**config.mk**
```make
export PLATFORM = sky130hd
export DESIGN_NAME = neuron_accum_ctrl
export DESIGN_NICKNAME = d
export VERILOG_FILES = /design/src/rtl/neuron_accum_ctrl_pkg.sv /design/src/rtl/therm_popcount.sv /design/src/rtl/neuron_accum_ctrl.sv
export SDC_FILE = /design/constraint.sdc
export NUM_CORES = 1
export LEC_CHECK = 0
export BUFFER_PORTS_ARGS = -buffer_cell sky130_fd_sc_hd__clkbuf_2
export CORE_MARGIN = 2
export CORE_UTILIZATION = 52
export DETAILED_ROUTE_END_ITERATION = 12
export GPL_TIMING_DRIVEN = 0
export PLACE_DENSITY_LB_ADDON = 0.12
export SYNTH_ARGS = -nofsm -noshare
export SYNTH_HDL_FRONTEND = slang
export SYNTH_SLANG_ARGS = --single-unit
```
**constraint.sdc**
```tcl
create_clock -name clk_i -period 6.75 [get_ports clk_i]
set_clock_uncertainty 0.05 [all_clocks]
set_input_delay 1.0125 -clock clk_i [delete_from_list [all_inputs] [get_ports clk_i]]
set_output_delay 1.0125 -clock clk_i [all_outputs]
set_load 0.03 [all_outputs]
```
**src/rtl/neuron_accum_ctrl_pkg.sv**
```systemverilog
// Shared definitions for the unary (thermometer-coded) neuron accumulator controller.
// Holds the FSM state type, operand/total widths and sign-bit positions.
package neuron_accum_ctrl_pkg;

  // Term operand: sign bit plus 16-bit thermometer magnitude.
  localparam int unsigned IN_W     = 17;
  localparam int unsigned MAG_IN   = 16;
  localparam int unsigned SIGN_IN  = 16;

  // Running total: sign bit plus 32-bit thermometer magnitude.
  localparam int unsigned TOT_W    = 33;
  localparam int unsigned MAG_TOT  = 32;
  localparam int unsigned SIGN_TOT = 32;

  // Ones-count widths for each magnitude field; the sum needs one more bit.
  localparam int unsigned POP_IN_W  = $clog2(MAG_IN + 1);
  localparam int unsigned POP_TOT_W = $clog2(MAG_TOT + 1);
  localparam int unsigned POP_SUM_W = POP_TOT_W + 1;

  typedef enum logic [2:0] {
    StIdle,
    StFetch,
    StWait,
    StCapture,
    StDone
  } state_e;

endpackage

```
**src/rtl/therm_popcount.sv**
```systemverilog
// Combinational ones-counter of parameterised width.
//   vec_i   : input vector (thermometer magnitude)
//   count_o : number of set bits in vec_i
module therm_popcount #(
  parameter int unsigned Width = 16
) (
  input  logic [Width-1:0]           vec_i,
  output logic [$clog2(Width+1)-1:0] count_o
);

  localparam int unsigned CountW = $clog2(Width + 1);

  always_comb begin
    count_o = '0;
    for (int unsigned i = 0; i < Width; i++) begin
      count_o = count_o + CountW'(vec_i[i]);
    end
  end

endmodule

```
**src/rtl/neuron_accum_ctrl.sv**
```systemverilog
// Sequencing controller for accumulating signed thermometer-coded terms through an
// external registered unary adder.
//   clk_i / rst_i          : clock, synchronous active-high reset
//   start_i, num_terms_i   : begin an accumulation of num_terms_i terms (IDLE only)
//   term_valid_i/_data_i   : incoming term stream; term_ready_o accepts it (FETCH only)
//   add_in_o, add_total_o  : registered operands presented to the external adder
//   add_out_i              : adder result, valid ADD_LAT cycles after the operands
//   result_o/_valid_o      : final total, held until result_ready_i
//   busy_o                 : controller not idle
//   ovf_o                  : sticky magnitude-capacity overflow for this accumulation
module neuron_accum_ctrl
  import neuron_accum_ctrl_pkg::*;
#(
  parameter int unsigned MAX_TERMS = 8,
  parameter int unsigned ADD_LAT   = 1,
  localparam int unsigned CntW     = $clog2(MAX_TERMS + 1)
) (
  input  logic             clk_i,
  input  logic             rst_i,
  input  logic             start_i,
  input  logic [CntW-1:0]  num_terms_i,
  input  logic             term_valid_i,
  input  logic [IN_W-1:0]  term_data_i,
  output logic             term_ready_o,
  output logic [IN_W-1:0]  add_in_o,
  output logic [TOT_W-1:0] add_total_o,
  input  logic [TOT_W-1:0] add_out_i,
  output logic [TOT_W-1:0] result_o,
  output logic             result_valid_o,
  input  logic             result_ready_i,
  output logic             busy_o,
  output logic             ovf_o
);

  localparam int unsigned LatW = (ADD_LAT > 1) ? $clog2(ADD_LAT) : 1;

  state_e           state_q, state_d;
  logic [TOT_W-1:0] acc_q, acc_d;
  logic [IN_W-1:0]  add_in_q, add_in_d;
  logic [TOT_W-1:0] add_total_q, add_total_d;
  logic [CntW-1:0]  terms_q, terms_d;
  logic [LatW-1:0]  wait_q, wait_d;
  logic             ovf_q, ovf_d;

  logic [POP_IN_W-1:0]  pop_in;
  logic [POP_TOT_W-1:0] pop_tot;
  logic [POP_SUM_W-1:0] pop_sum;
  logic                 ovf_hit;

  therm_popcount #(
    .Width (MAG_IN)
  ) u_pop_in (
    .vec_i   (term_data_i[MAG_IN-1:0]),
    .count_o (pop_in)
  );

  therm_popcount #(
    .Width (MAG_TOT)
  ) u_pop_tot (
    .vec_i   (acc_q[MAG_TOT-1:0]),
    .count_o (pop_tot)
  );

  // Same-sign addition whose ones would not fit in the total's magnitude field.
  assign pop_sum = POP_SUM_W'(pop_in) + POP_SUM_W'(pop_tot);
  assign ovf_hit = (term_data_i[SIGN_IN] == acc_q[SIGN_TOT]) &&
                   (pop_sum > POP_SUM_W'(MAG_TOT));

  always_comb begin
    state_d     = state_q;
    acc_d       = acc_q;
    add_in_d    = add_in_q;
    add_total_d = add_total_q;
    terms_d     = terms_q;
    wait_d      = wait_q;
    ovf_d       = ovf_q;

    unique case (state_q)
      StIdle: begin
        if (start_i) begin
          terms_d = num_terms_i;
          acc_d   = '0;
          ovf_d   = 1'b0;
          state_d = (num_terms_i == '0) ? StDone : StFetch;
        end
      end
      StFetch: begin
        if (term_valid_i) begin
          add_in_d    = term_data_i;
          add_total_d = acc_q;
          wait_d      = LatW'(ADD_LAT - 1);
          if (ovf_hit) begin
            ovf_d = 1'b1;
          end
          state_d = StWait;
        end
      end
      StWait: begin
        if (wait_q == '0) begin
          state_d = StCapture;
        end else begin
          wait_d = wait_q - 1'b1;
        end
      end
      StCapture: begin
        acc_d   = add_out_i;
        terms_d = terms_q - 1'b1;
        state_d = (terms_q == CntW'(1)) ? StDone : StFetch;
      end
      StDone: begin
        if (result_ready_i) begin
          state_d = StIdle;
        end
      end
      default: state_d = StIdle;
    endcase
  end

  always_ff @(posedge clk_i) begin
    if (rst_i) begin
      state_q     <= StIdle;
      acc_q       <= '0;
      add_in_q    <= '0;
      add_total_q <= '0;
      terms_q     <= '0;
      wait_q      <= '0;
      ovf_q       <= 1'b0;
    end else begin
      state_q     <= state_d;
      acc_q       <= acc_d;
      add_in_q    <= add_in_d;
      add_total_q <= add_total_d;
      terms_q     <= terms_d;
      wait_q      <= wait_d;
      ovf_q       <= ovf_d;
    end
  end

  assign term_ready_o   = (state_q == StFetch);
  assign result_valid_o = (state_q == StDone);
  assign busy_o         = (state_q != StIdle);
  assign result_o       = acc_q;
  assign add_in_o       = add_in_q;
  assign add_total_o    = add_total_q;
  assign ovf_o          = ovf_q;

endmodule

```
Word-level counts from Yosys, hierarchy flattened
Cells that the tools add are included.
- bits in registers: 92
- bits of input ports: 59
- output and inout port bits: 87
- word-level logic and storage cells: 98
- add/sub/neg operators: 49
- order comparisons: 1
- equal/unequal tests: 11
- multiplexer cells: 18
- reduce and logical (&&, ||, !) cells: 12
- operators with widths (operator ; count):
    $add A6 B1 Y6 ; 30
    $add A5 B1 Y5 ; 14
    $pmux W33 S2 ; 1
    $mux W33 ; 1
    $mux W3 ; 6
    $pmux W3 S5 ; 1
    $pmux W4 S2 ; 1
    $reduce_and A4 Y1 ; 2
    $add A5 B6 Y7 ; 1
    $gt A7 B6 Y1 const B ; 1
    $eq A3 B2 Y1 const B ; 2
    $ne A2 B2 Y1 const B ; 3
    $reduce_and A2 Y1 ; 3
    $reduce_bool A2 Y1 ; 3
    $mux W1 ; 5
    $add A1 B1 Y2 ; 2
    $eq A4 B1 Y1 const B ; 1
    $logic_not A4 Y1 ; 1
    $mux W4 ; 1
    $ne A2 B1 Y1 const B ; 2
    $pmux W1 S2 ; 2
    $sub A4 B1 Y4 const B ; 1
    $eq A3 B1 Y1 const B ; 1
    $eq A3 B3 Y1 const B ; 1
    other kinds (5) ; 5

Depth between registers and ports, before layout
Gate-level depths: netlist of the first run.
- word-level depth: 37
- mapped depth: 22
- gate-level depth less buffers: 22

By module
Synthesis of the first run repeated with hierarchy kept, for this count alone.
- cell total of the unflattened synthesis: 596
- area, all modules: 4972.3 µm²
- by module, submodules not included (module ; instances ; cells an instance ; area an instance (µm²) ; seq. area each (µm²)):
    neuron_accum_ctrl ; 1 ; 455 ; 3616.0 ; 1821.7
    therm_popcount at u_pop_tot ; 1 ; 88 ; 875.8 ; 0.0
    therm_popcount at u_pop_in ; 1 ; 53 ; 480.5 ; 0.0

Worst setup path before layout of the first run
OpenSTA, ideal clock, no wires.
- kind: flip-flop to flip-flop
- from: register acc_q[1] (netlist: result_o[1])
- to: register ovf_q (netlist: ovf_o)
- setup time: 0.136 ns
- arrival time: 5.865 ns
- slack: 0.699 ns
- cell stages (with the launch flop): 18
- cells stage by stage: dfxtp_1 -> ha_1 -> inv_1 -> fa_1 -> fa_1 -> fa_1 -> fa_1 -> fa_1 -> fa_1 -> fa_1 -> fa_1 -> inv_1 -> ha_1 -> a211oi_1 -> o21ba_2 -> o21ai_0 -> a2111oi_0 -> a211oi_1
- word-level cells in the longest chain between the ends: 36
- ends and longest elaborated chain (what ; line ; RTL):
    start: declaration ; neuron_accum_ctrl.sv:38 ; logic [TOT_W-1:0] acc_q, acc_d;
    start signal: assignment ; neuron_accum_ctrl.sv:122 ; acc_q <= '0;
    start signal: assignment ; neuron_accum_ctrl.sv:130 ; acc_q <= acc_d;
    $add A1 B1 Y2 ; therm_popcount.sv:16 ; count_o = count_o + CountW'(vec_i[i]);
    $add A6 B1 Y6 (30 in series) ; therm_popcount.sv:16 ;
    $add A5 B6 Y7 ; neuron_accum_ctrl.sv:65 ; assign pop_sum = POP_SUM_W'(pop_in) + POP_SUM_W'(pop_tot);
    $gt A7 B6 Y1 ; neuron_accum_ctrl.sv:67 ; (pop_sum > POP_SUM_W'(MAG_TOT));
    $logic_and A1 B1 Y1 ; neuron_accum_ctrl.sv:66 ; assign ovf_hit = (term_data_i[SIGN_IN] == acc_q[SIGN_TOT]) &&
    $ne A2 B1 Y1 (no line) ; - ;
    $reduce_and A4 Y1 (no line) ; - ;
    end signal: assignment ; neuron_accum_ctrl.sv:135 ; ovf_q <= ovf_d;
    end: declaration ; neuron_accum_ctrl.sv:43 ; logic ovf_q, ovf_d;
Every way passes these cells.
A chain may end at the register's enable or synchronous reset.

Worst setup path after layout of the first run
Ends and elaborated chain as after synthesis.

==> summary.txt, run 1 <==
Count leader, synth - nand2_1
Crit. End Element - flip-flop
Cell Pwr Density - 216 nW/um^2
Via Count - 4366
Post-CTS setup buffers - 0
Initial antenna violation count - 0
Synth-to-layout area growth - 21.5%
Syn Nets - 708
Setup ws final - 461 ps
CP Max Fanout - 4
Slowest-stage cell, CP - fa_1
Power share of the combinational group - 0.291
Die ar. - 10200 um^2
Hold_buf cts - 0
Max Root-Sink Buffers - 2
Final WL - 11.4 mm
Fmax achieved - 159 MHz
Layout Nets - 863
Largest stage delay on the critical path - 580 ps
Synth async-reset ratio - 0
Critical path cell sequence - ha_1 > inv_1 > fa_1 > fa_1 > fa_1 > fa_1 > fa_1 > fa_1 > fa_1 > fa_1 > inv_1 > ha_1 > a211oi_1 > o21ba_2 > o21ai_0 > a2111oi_0 > a211oi_1
# diodes - 0
Total gr overflow - 0
Setup TNS - 0 ps
Leakage dissipation - 2.73 nW
Vias in the first global route - 4153
Slew Limit Headroom - 0.603
Setup CP Type - reg2reg
Main synth FF type - dfxtp_1
Clock Sinks - 91
Setup-failing EPs final - 0
CTS HTree Levels - 3
DP Worst Slack - 443 ps
Largest net degree at the start of global routing - 17
Slew Viols, Final - 0
Placer congestion estimate - 0.887
Worst min-delay path class - reg2reg
Syn. warnings - 0
Layout cells sized above 1 - 0.248
Most frequent CP cell - fa_1
GRT Total Usage - 0.235
DRC violations left - 0
PortBufs - 144
RSZ-0062 raised after global routing - false
Post-DR vias/cell - 5.05
Die Span X - 101 um
Final Hold Fails - 0
DP HPWL - 9.17 mm
Global-route wire length before repair - 18.9 mm
Minimum clock period - 6290 ps
Max VDD drop - 105 uV
Status - completed
Die Ht - 101 um
CTS tree - yes
Sequential Power Share - 0.436
Area post-placement - 5730 um^2
Post-route cell area - 5920 um^2
MaxCap Viol Count - 0
Mapped Avg Cell Area - 8.20 um^2
Netlist Area Pre-Place - 4870 um^2
CTS clk-pin slew, worst paths - 90 ps
Num ports - 146
Top cell type's share of synthesized area - 0.374
Int Pwr - 857 uW
Clk_lat worst skew - 360 ps
CTS root buf - clkbuf_8
Design Power - 1.28 mW
CTS buffer count - 9
Distinct cell type count after synthesis - 41
Register area share after synthesis - 0.374
Actual slew at the worst max-slew pin - 596 ps
Row count - 35
Routed len/inst - 13.2 um
Top cells by area, synth - dfxtp_1, fa_1, nand2_1, a21oi_1, inv_1
WP data required - 6930 ps
EDFF count, synth - 0
Synth Register Bits - 91
Filler cells - 832
Initial Util - 0.532
Detailed Route Iter0 Violations - 116
Final period util - 0.932
Clk pwr share - 0.274
Drt pass-1 iters - 5
Top cells by count, synth - nand2_1, a21oi_1, dfxtp_1, inv_1, nand3_1
Final antenna-violating net count - 0
Psw - 422 uW
Worst Path Arrival - 6470 ps
Resized Gates After CTS - 0
Worst setup SP type - flip-flop
Switching share of power - 0.330
Core Area - 9150 um^2
Largest area contributor in the netlist - dfxtp_1
Syn Inst Count - 594
-- cells by family after synthesis --
group,synth area share
buffers and inverters,0.0997
adders and majority gates,0.195
muxes,0.00206
xor gates and xnor gates,0.0162
AOI/OAI and AO/OA,0.129
DFF,0.374
and+or+nand+nor,0.183
-- metal layers --
| metal | wire length [um] | track usage | share of wire |
|---|---|---|---|
| met5 | 0 | 0 | 0 |
| met4 | 236 | 0.0843 | 0.021 |
| met3 | 702 | 0.0465 | 0.062 |
| met2 | 5220 | 0.376 | 0.46 |
| met1 | 5240 | 0.317 | 0.46 |
-- worst max-delay path, delay by kind of cell (launching register included) --
family / cells / cell delay [ps]
compound gates: 5 / 1090
fa+ha+maj: 10 / 4500
buf+inv: 2 / 130
flops: 1 / 410
-- worst paths after layout --
kind	slack [ps]	endpoint	cells after the start	from
setup / recovery	460	ovf_o$_SDFFE_PP0P_	17	result_o[1]$_SDFFE_PP0P_
hold / removal	410	add_total_o[23]$_SDFFE_PP0P_	2	add_total_o[23]$_SDFFE_PP0P_
setup reg to reg	460	ovf_o$_SDFFE_PP0P_	17	result_o[1]$_SDFFE_PP0P_
hold reg to reg	410	add_total_o[23]$_SDFFE_PP0P_	2	add_total_o[23]$_SDFFE_PP0P_
-- layout by cell type, fill, tap and decap left out, types with 3 or more instances in the layout --
| master | synthesis | final |
|---|---|---|
| clkbuf_2 | 0 | 144 |
| a21o_1 | 4 | 4 |
| dfxtp_1 | 91 | 91 |
| nand2_1 | 138 | 138 |
| nor3b_1 | 3 | 3 |
| clkinv_4 | 0 | 3 |
| nor3_1 | 3 | 3 |
| a211oi_1 | 3 | 3 |
| clkbuf_8 | 0 | 10 |
| inv_1 | 83 | 83 |
| a21oi_1 | 95 | 95 |
| clkbuf_1 | 15 | 15 |
| xnor2_1 | 7 | 7 |
| fa_1 | 35 | 35 |
| buf_2 | 19 | 19 |
| nor2_1 | 9 | 9 |
| ha_1 | 20 | 20 |
| nand3_1 | 36 | 36 |
-- power groups by stage --
stage               Clock (mW)  Combinational, mW  Sequential (mW)
finish                   0.350              0.372            0.557
global route             0.378              0.424            0.559
global placement             0              0.353            0.569
detailed placement           0              0.373            0.570
CTS                      0.360              0.375            0.557
floorplan                    0              0.260            0.584
-- per-stage QoR --
step / std cells / hold slack [ps] / utilization
2_1_floorplan: 594 / 411 / -
3_3_place_gp: 849 / 391 / 0.626
3_5_place_dp: 849 / 397 / 0.626
4_1_cts: 865 / 411 / 0.646
5_1_grt: 865 / 429 / 0.646
6_report: 865 / 407 / 0.646
-- area by class of cell --
cell class	count	area (um^2)	area share
tap	111	139	0.0235
inverter	83	312	0.0527
timing repair buffer	144	721	0.122
sequential	91	1820	0.308
buffer	36	174	0.0294
clock inverter	6	50.0	0.00846
clock buffer	10	138	0.0233
multi-input combinational	384	2560	0.433
-- flip-flops by register name, indices dropped and copies added (netlist names) --
register	flops
terms_q	4
result_o	33
add_in_o	17
add_total_o	33
state_q	3
ovf_o	1
No activity file was read; power rests on OpenSTA's default activity.
==> run 2: changes to the inputs <==
--- a/config.mk
+++ b/config.mk
@@ -8,6 +8,7 @@
 export BUFFER_PORTS_ARGS = -buffer_cell sky130_fd_sc_hd__clkbuf_2
 export CORE_MARGIN = 2
 export CORE_UTILIZATION = 52
+export CTS_CLUSTER_SIZE = 8
 export DETAILED_ROUTE_END_ITERATION = 12
 export GPL_TIMING_DRIVEN = 0
 export PLACE_DENSITY_LB_ADDON = 0.12
==> constraint.sdc (replaced) <==
create_clock -name clk_i -period 6 [get_ports clk_i]
set_clock_uncertainty 0.05 [all_clocks]
set_input_delay 0.9 -clock clk_i [delete_from_list [all_inputs] [get_ports clk_i]]
set_output_delay 0.9 -clock clk_i [all_outputs]
set_load 0.03 [all_outputs]
==> summary.txt, run 2 (synthesis gave the netlist of run 1 again) <==
Final Hold Fails - 0
Final period util - 0.986
Final antenna-violating net count - 0
Post-DR vias/cell - 5.03
Critical path cell sequence - ha_1 > inv_1 > fa_1 > fa_1 > fa_1 > fa_1 > fa_1 > fa_1 > fa_2 > fa_2 > fa_1 > nand2b_1 > a21oi_2 > xor2_1 > a2111oi_4 > a211oi_1
Crit Reg-Reg Startpoint - result_o[0]$_SDFFE_PP0P_
Row count - 35
Routed len/inst - 13.4 um
Initial Util - 0.532
Worst setup SP type - flip-flop
Post-CTS setup buffers - 0
Slew Viols, Final - 0
Crit. End Element - flip-flop
Fin cells - 865
FF+latch area - 1830 um^2
Layout cells sized above 1 - 0.257
Layout Nets - 863
Actual slew at the worst max-slew pin - 591 ps
MaxCap Viol Count - 0
Worst Path Arrival - 6130 ps
Die Ht - 101 um
Placer congestion estimate - 0.882
Die Span X - 101 um
Cell Pwr Density - 244 nW/um^2
Global-route wire length before repair - 18.7 mm
WHS - 407 ps
Filler cells - 852
DP Worst Slack - -278 ps
Setup-failing EPs final - 0
Total gr overflow - 0
Vias in the first global route - 4147
Fmax achieved - 169 MHz
Slew Limit Headroom - 0.606
Setup TNS - 0 ps
Area of the multi-input gates - 2590 um^2
Detailed Route Iter0 Violations - 106
PortBufs - 144
Most frequent CP cell - fa_1
Num ports - 146
Largest net degree at the start of global routing - 17
Status - completed
CTS buffer count - 9
Slowest-stage cell, CP - fa_1
GRT Total Usage - 0.232
Leakage dissipation - 2.73 nW
Commonest non-fill, non-tap cells in the layout - clkbuf_2, nand2_1, a21oi_1, dfxtp_1, inv_1
Final Core Density - 0.649
Synth-to-layout area growth - 22.0%
CTS clk-pin slew, worst paths - 90 ps
Final WL - 11.6 mm
DP HPWL - 9.25 mm
# diodes - 0
CTS tree - yes
CTS HTree Levels - 3
Placed Cells - 849
Largest stage delay on the critical path - 570 ps
Minimum clock period - 5920 ps
CTS root buf - clkbuf_8
RSZ-0062 raised after global routing - true
Hold Startpoint - add_in_o[10]$_SDFFE_PP0P_
DRC violations left - 0
WP data required - 6220 ps
Setup CP Type - reg2reg
Max VDD drop - 138 uV
Worst min-delay path class - reg2reg
CP Max Fanout - 4
Setup ws final - 81.7 ps
Die ar. - 10200 um^2
Critical path origin - result_o[0]$_SDFFE_PP0P_
Most common cell after layout, fill and taps aside - clkbuf_2
Core Area - 9150 um^2
Max Root-Sink Buffers - 2
Drt pass-1 iters - 4
Clk_lat worst skew - 350 ps
Via Count - 4351
Initial antenna violation count - 0
Clock Sinks - 91
run 2: cell count changes in the layout (fill, tap and decap cells not counted), moves of 2 or more:
cell | before | now
fa_1 | 35 | 33
dfxtp_1 | 91 | 88
fa_2 | 0 | 2
dfxtp_2 | 0 | 3
run 2: worst paths after layout:
kind / endpoint / slack (ps) / cells after the start
worst max-delay path: ovf_o$_SDFFE_PP0P_ / 80 / 16
worst min-delay path: add_in_o[10]$_SDFFE_PP0P_ / 410 / 2
worst max register to register: ovf_o$_SDFFE_PP0P_ / 80 / 16
worst min register to register: add_in_o[10]$_SDFFE_PP0P_ / 410 / 2
run 2: timing repair:
item / CTS / global route
pin swaps: 2 / 7
resized for setup: 5 / 4
hold endpoints to repair: 0 / 0
endpoints found under the setup margin: 1 / 1
hold buffers: 0 / 0
run 2: final cells by class:
class | count | area share
inverter | 83 | 0.0524
multi-input combinational | 384 | 0.437
tap | 111 | 0.0234
clock buffer | 10 | 0.0215
sequential | 91 | 0.307
buffer | 36 | 0.0293
clock inverter | 6 | 0.00842
timing repair buffer | 144 | 0.121
run 2: metrics by stage:
| step | instance area, um^2 | power [mW] |
|---|---|---|
| 2_1_floorplan | 4870 | 0.951 |
| 3_3_place_gp | 5730 | 1.04 |
| 3_5_place_dp | 5730 | 1.06 |
| 4_1_cts | 5930 | 1.45 |
| 5_1_grt | 5940 | 1.54 |
| 6_report | 5940 | 1.45 |
run 2: where the power goes:
part           total [mW]  leakage [nW]  switching (mW)  internal (mW)
Clock               0.382        0.0835           0.227          0.155
Combinational       0.438          1.91           0.247          0.192
Sequential          0.627         0.737          0.0104          0.617
run 2: per-layer routing:
layer / GRT usage / part of all wire
met1: 0.306 / 0.46
met2: 0.385 / 0.47
met3: 0.0409 / 0.051
met4: 0.0811 / 0.019
met5: 0 / 0
run 2: critical path: cells and delay by family, from the launching register on:
family          cells  cell delay [ps]
fa+ha+maj          10             4510
simple gates        1              180
flops               1              350
compound gates      3              450
xor+xnor            1              270
buf+inv             1               50
